===== config.mk =====
export PLATFORM = sky130hd
export DESIGN_NAME = seg_frame_decoder
export DESIGN_NICKNAME = d
export VERILOG_FILES = /design/src/rtl/seg_frame_decoder.sv
export SDC_FILE = /design/constraint.sdc
export NUM_CORES = 1
export LEC_CHECK = 0
export CELL_PAD_IN_SITES_DETAIL_PLACEMENT = 0
export CELL_PAD_IN_SITES_GLOBAL_PLACEMENT = 1
export CORE_MARGIN = 3
export CORE_UTILIZATION = 30
export DETAILED_ROUTE_END_ITERATION = 16
export PLACE_DENSITY = 0.63
export SLEW_MARGIN = 10
export SYNTH_ARGS = -nofsm -noshare
export SYNTH_HDL_FRONTEND = slang
export SYNTH_SLANG_ARGS = --single-unit

===== constraint.sdc =====
create_clock -name clk -period 3.1 [get_ports clk]
set_clock_uncertainty 0.15 [all_clocks]
set_input_delay 0.62 -clock clk [delete_from_list [all_inputs] [get_ports clk]]
set_output_delay 0.62 -clock clk [all_outputs]
set_load 0.05 [all_outputs]

===== src/rtl/seg_frame_decoder.sv =====
// seg_frame_decoder: recovers BCD digits, sign and binary magnitude from a
// digit-multiplexed 7-segment stream (low, high, sign). A value is reported
// once it has been seen in STABLE_CNT identical consecutive frames.
module seg_frame_decoder #(
  parameter int STABLE_CNT = 3
) (
  input  logic       clk,
  input  logic       reset,
  input  logic [7:0] seg_in,
  input  logic [1:0] dig_sel,
  input  logic       seg_vld,
  output logic [3:0] digit_l,
  output logic [3:0] digit_h,
  output logic [6:0] value,
  output logic       sign,
  output logic       val_valid,
  output logic       err
);

  typedef enum logic [1:0] {
    WAIT_L = 2'd0,
    WAIT_H = 2'd1,
    WAIT_S = 2'd2,
    CONV   = 2'd3
  } state_t;

  localparam logic [3:0] STABLE_TH = 4'(STABLE_CNT);

  // Returns {legal, digit} for a numeric segment pattern (dp stripped).
  function automatic logic [4:0] decode_digit(input logic [6:0] pat);
    logic [4:0] r;
    case (pat)
      7'b1111110: r = {1'b1, 4'd0};
      7'b0110000: r = {1'b1, 4'd1};
      7'b1101101: r = {1'b1, 4'd2};
      7'b1111001: r = {1'b1, 4'd3};
      7'b0110011: r = {1'b1, 4'd4};
      7'b1011011: r = {1'b1, 4'd5};
      7'b1011111: r = {1'b1, 4'd6};
      7'b1110000: r = {1'b1, 4'd7};
      7'b1111111: r = {1'b1, 4'd8};
      7'b1111011: r = {1'b1, 4'd9};
      default:    r = 5'd0;
    endcase
    return r;
  endfunction

  state_t      state_q, state_d;
  logic [3:0]  lo_q, lo_d;          // partial frame: low digit
  logic [3:0]  hi_q, hi_d;          // partial frame: high digit
  logic        neg_q, neg_d;        // partial frame: sign
  logic [8:0]  last_q, last_d;      // last complete frame {sign, h, l}
  logic [3:0]  match_cnt_q, match_cnt_d;
  logic        reported_q, reported_d;
  logic [3:0]  digit_l_q, digit_l_d;
  logic [3:0]  digit_h_q, digit_h_d;
  logic [6:0]  value_q, value_d;
  logic        sign_q, sign_d;
  logic        val_valid_q, val_valid_d;
  logic        err_q, err_d;

  logic [6:0]  pat;
  logic        l_ok, h_ok, s_ok, s_neg, blank, pat_ok, low_ok;
  logic [3:0]  l_dig;
  logic [1:0]  exp_sel;
  logic        strobe, good, relow, bad, illegal;
  logic [6:0]  mag;
  logic [8:0]  frame;

  // Classify the incoming strobe against the digit expected in this state.
  always_comb begin
    pat            = seg_in[7:1];
    {l_ok, l_dig}  = decode_digit(pat);
    blank          = (pat == 7'b0000000);
    h_ok           = l_ok | blank;
    s_neg          = (pat == 7'b0000001);
    s_ok           = s_neg | blank;
    case (dig_sel)
      2'd0:    pat_ok = l_ok;
      2'd1:    pat_ok = h_ok;
      2'd2:    pat_ok = s_ok;
      default: pat_ok = 1'b1;       // reserved select is an order fault, not a pattern fault
    endcase
    case (state_q)
      WAIT_H:  exp_sel = 2'd1;
      WAIT_S:  exp_sel = 2'd2;
      default: exp_sel = 2'd0;
    endcase
    low_ok  = (dig_sel == 2'd0) && l_ok;
    strobe  = seg_vld && (state_q != CONV);
    good    = strobe && pat_ok && (dig_sel == exp_sel);
    // A repeated low digit while waiting for the high digit simply replaces it.
    relow   = strobe && (state_q == WAIT_H) && low_ok;
    bad     = strobe && !good && !relow;
    illegal = strobe && (dig_sel != 2'd3) && !pat_ok;
  end

  // Next-state logic.
  always_comb begin
    state_d = state_q;
    case (state_q)
      CONV: state_d = WAIT_L;
      default: begin
        if (good) begin
          case (state_q)
            WAIT_L:  state_d = WAIT_H;
            WAIT_H:  state_d = WAIT_S;
            default: state_d = CONV;
          endcase
        end else if (relow || bad) begin
          state_d = low_ok ? WAIT_H : WAIT_L;
        end
      end
    endcase
  end

  // Datapath: capture digits, track frame stability, produce reports and errors.
  always_comb begin
    lo_d        = lo_q;
    hi_d        = hi_q;
    neg_d       = neg_q;
    last_d      = last_q;
    match_cnt_d = match_cnt_q;
    reported_d  = reported_q;
    digit_l_d   = digit_l_q;
    digit_h_d   = digit_h_q;
    value_d     = value_q;
    sign_d      = sign_q;
    val_valid_d = 1'b0;
    err_d       = bad;
    mag         = {hi_q, 3'b000} + {2'b00, hi_q, 1'b0} + {3'b000, lo_q};
    frame       = {neg_q, hi_q, lo_q};

    if (strobe && low_ok) lo_d = l_dig;
    if (good && (state_q == WAIT_H)) hi_d = l_dig;   // blank decodes to 0
    if (good && (state_q == WAIT_S)) neg_d = s_neg;
    if (illegal) match_cnt_d = 4'd0;

    if (state_q == CONV) begin
      if ((mag == 7'd0) && neg_q) begin
        err_d       = 1'b1;
        match_cnt_d = 4'd0;
      end else begin
        if (frame == last_q) begin
          match_cnt_d = (match_cnt_q == 4'd15) ? 4'd15 : match_cnt_q + 4'd1;
        end else begin
          last_d      = frame;
          match_cnt_d = 4'd1;
          reported_d  = 1'b0;
        end
        if ((match_cnt_d >= STABLE_TH) && !reported_d) begin
          digit_l_d   = lo_q;
          digit_h_d   = hi_q;
          value_d     = mag;
          sign_d      = neg_q;
          val_valid_d = 1'b1;
          reported_d  = 1'b1;
        end
      end
    end
  end

  // State and datapath registers with synchronous reset.
  always_ff @(posedge clk) begin
    if (reset) begin
      state_q     <= WAIT_L;
      lo_q        <= 4'd0;
      hi_q        <= 4'd0;
      neg_q       <= 1'b0;
      last_q      <= 9'd0;
      match_cnt_q <= 4'd0;
      reported_q  <= 1'b0;
      digit_l_q   <= 4'd0;
      digit_h_q   <= 4'd0;
      value_q     <= 7'd0;
      sign_q      <= 1'b0;
      val_valid_q <= 1'b0;
      err_q       <= 1'b0;
    end else begin
      state_q     <= state_d;
      lo_q        <= lo_d;
      hi_q        <= hi_d;
      neg_q       <= neg_d;
      last_q      <= last_d;
      match_cnt_q <= match_cnt_d;
      reported_q  <= reported_d;
      digit_l_q   <= digit_l_d;
      digit_h_q   <= digit_h_d;
      value_q     <= value_d;
      sign_q      <= sign_d;
      val_valid_q <= val_valid_d;
      err_q       <= err_d;
    end
  end

  assign digit_l   = digit_l_q;
  assign digit_h   = digit_h_q;
  assign value     = value_q;
  assign sign      = sign_q;
  assign val_valid = val_valid_q;
  assign err       = err_q;

endmodule


==> results.tsv <==
stage	metric	value	unit
global_route	first-pass GRT wire length	9.825	mm
worst_setup_path	Critical Path RT	3.18	ns
timing	minimum clock period	2.892	ns
worst_setup_path	crit-path cells	fa_1 -> fa_1 -> a21o_1 -> a21oi_2 -> xnor2_2 -> o2111ai_2 -> buf_6 -> mux2i_1	
pwr	overall power	1.018	mW
clock_tree	clk root buf	clkbuf_8	
floorplan	Rows	32	
yosys	syn_nets	301	
final_layout	commonest non-fill, non-tap cell in the layout	dfxtp_1	
yosys	Yosys reg bits	42	
global_route	number of global-route vias before repair	1980	
yosys	mapped cell area	2507	um2
pwr	Worst VDD drop	0.1701	mV
clock_tree	hold_buf cts	0	
worst_setup_path	Top cell by count, worst path	fa_1	
place	GPL Wtd Cong	0.8118	
floorplan	die area	9491	um2
worst_setup_path	Worst setup EP type	flop	
final_layout	Total Nets Final	351	
pwr	Static Leak	1.275	nW
yosys	Post-synth top flop	dfxtp_1	
timing	Final Max Tran Viols	0	
global_route	initial antenna violation count	0	
timing	final cycle utilization of the critical path	93.28	%
worst_setup_path	Crit Path Max Fanout	12	
clock_tree	Worst-path clk slew	0.09	ns
clock_tree	clock insertion delay at the later pin of the skew report	0.30	ns
outcome	run status	finished clean	
route	wire per inst	13.74	um
floorplan	core area	7928	um2
worst_setup_path	CP Class	reg2reg	
floorplan	Initial Util	31.63	%
floorplan	I/O Pins	31	
clock_tree	CTS tree	built	
final_layout	commonest cells after routing, fill and taps aside	dfxtp_1 (42), nand2_1 (39), mux2i_1 (29), clkdlybuf4s50_1 (29), buf_4 (22)	
final_layout	Layout Cells excl Fill	427	
route	routed wire length	5.866	mm
final_layout	# diodes	0	
route	routed via count	2128	
global_route	largest net degree at the start of global routing	15	
clock_tree	CTS Buffer Depth	2	
route	vias per cell	4.984	
global_route	total grt overflow	0	
yosys	Post-synth EDFFs	0	
clock_tree	CTS Buf Count	5	
worst_setup_path	WP data arrival	2.97	ns
timing	max_slew headroom	61.22	%
floorplan	die width	97.42	um
route	1st-pass router iterations	4	
yosys	sequential area share after synthesis	33.53	%
yosys	yosys warns	0	
yosys	async set-reset flop share out of synthesis	0	%
timing	Least-Margin Pin Slew	0.5671	ns
place	I/O Buffers	29	
timing	setup TNS	0	ns
yosys	Synth Instances	274	
worst_setup_path	Worst path max stage delay	0.49	ns
floorplan	Die H	97.42	um
yosys	post-synthesis cell type count	60	
global_route	Total Routing Usage GR	12.40	%
final_layout	FILL cells	804	
worst_setup_path	Slowest-stage cell, CP	fa_1	
worst_setup_path	Top Family by Delay on Critical Path	adder cells	
timing	Final Hold Fails	0	
route	DRC	0	
hold_path	min-delay worst type	reg2reg	
clock_tree	clock sink count	42	
pwr	PD cells	322.1	nW/um2
place	HPWL Detailed	4.563	mm
yosys	Mapped Avg Cell Area	9.151	um2
timing	final setup vio count	0	
worst_setup_path	Buf/Inv on CP	1	
final_layout	ratio of cells with drive above 1 in the final layout	16.31	%
final_layout	area grow syn2layout	26.00	%
final_layout	final core utilization	39.85	%
clock_tree	htree depth	2	
worst_setup_path	Worst setup SP type	flop	
place	placed insts	419	
route	Final ANT Viol Nets	0	
job	max-cap violation count	0	
timing	FMAX	0.3458	GHz
route	DRT iter0 DRCs	93	
timing	RSZ-0062 raised after global routing	no	
[metal layers]
layer / global-route usage [%] / part of all wire (%) / vias to the layer above
met4: 4.153 / 1.3 / 0
met3: 1.723 / 3.2 / 7
met2: 19.24 / 45 / 38
met1: 17.61 / 51 / 987
met5: 0 / 0 / -
li1: - / - / 1096
[cells in the mapped netlist (4+ instances only)]
cell type | number | area, um2
xnor2_1 | 12 | 105.1
a21oi_1 | 6 | 30.03
inv_1 | 12 | 45.04
ha_1 | 12 | 150.1
dfxtp_1 | 42 | 840.8
nand3_1 | 12 | 60.06
nor2_1 | 14 | 52.55
o2111ai_1 | 5 | 43.79
nand2b_1 | 4 | 25.02
mux2i_1 | 29 | 290.3
clkbuf_1 | 6 | 22.52
nand4_1 | 4 | 25.02
nor2b_1 | 7 | 43.79
nand2_1 | 39 | 146.4
o21ai_0 | 8 | 40.04
nor3_1 | 4 | 20.02
[layout make-up]
class	count	area [um2]	area share [%]
Inverter	12	45.04	1.426
Timing Repair Buffer	53	486.7	15.41
Sequential cell	42	840.8	26.61
Clock buffer	7	86.33	2.733
Multi-Input combinational cell	210	1564	49.50
Tap cell	102	127.6	4.040
Clock inverter	1	8.758	0.2772
[worst min-delay path: stages, from the launching register on]
cell	delay [ns]
dfxtp_1	0.31
nand2_1	0.05
mux2i_1	0.05
[sequential cells by signal, indices dropped and copies added (netlist names)]
signal and cells:
digit_h 4, digit_l 4, err 1, hi_q 4, last_q 9, lo_q 4
match_cnt_q 4, neg_q 1, reported_q 1, sign 1, state_q 2, val_valid 1
value 6
[timing repair]
| item | in CTS | in global routing |
|---|---|---|
| gates resized for setup | 0 | 1 |
| setup endpoints to repair | 0 | 3 |
| hold endpoints to repair | 0 | 0 |
| setup buffers | 0 | 0 |
[metrics by stage]
stage	hold slack [ns]	setup slack (ns)	cell area, um2
finish	0.3109	0.2083	3159
global route	0.3326	0.02486	3159
CTS	0.3150	0.1226	3156
detailed placement	0.3012	0.1427	3060
global placement	0.2946	0.1916	3060
floorplan	0.2980	0.1967	2507
[cells by family after synthesis]
logic type | synth area share, %
buffers and inverters | 4.091
xor gates and xnor gates | 5.190
AOI/OAI and AO/OA | 15.62
DFF | 33.53
muxes | 12.92
adders and majority gates | 7.585
and+or+nand+nor | 21.06
[power breakdown]
group | leakage, nW | total [mW] | switching (mW) | internal, mW
clock | 0.0489 | 0.386 | 0.201 | 0.184
sequential | 0.338 | 0.541 | 0.00103 | 0.540
combinational | 0.888 | 0.0907 | 0.0508 | 0.0399
[final timing paths]
kind	slack (ns)	cells after the start	startpoint	end
min reg2reg	0.31	2	digit_l[1]	digit_l[1]
max reg2reg	0.21	8	hi_q[0]	digit_l[0]
min	0.31	2	digit_l[1]	digit_l[1]
max	0.21	8	hi_q[0]	digit_l[0]
Power figures use the tool's default switching activity.
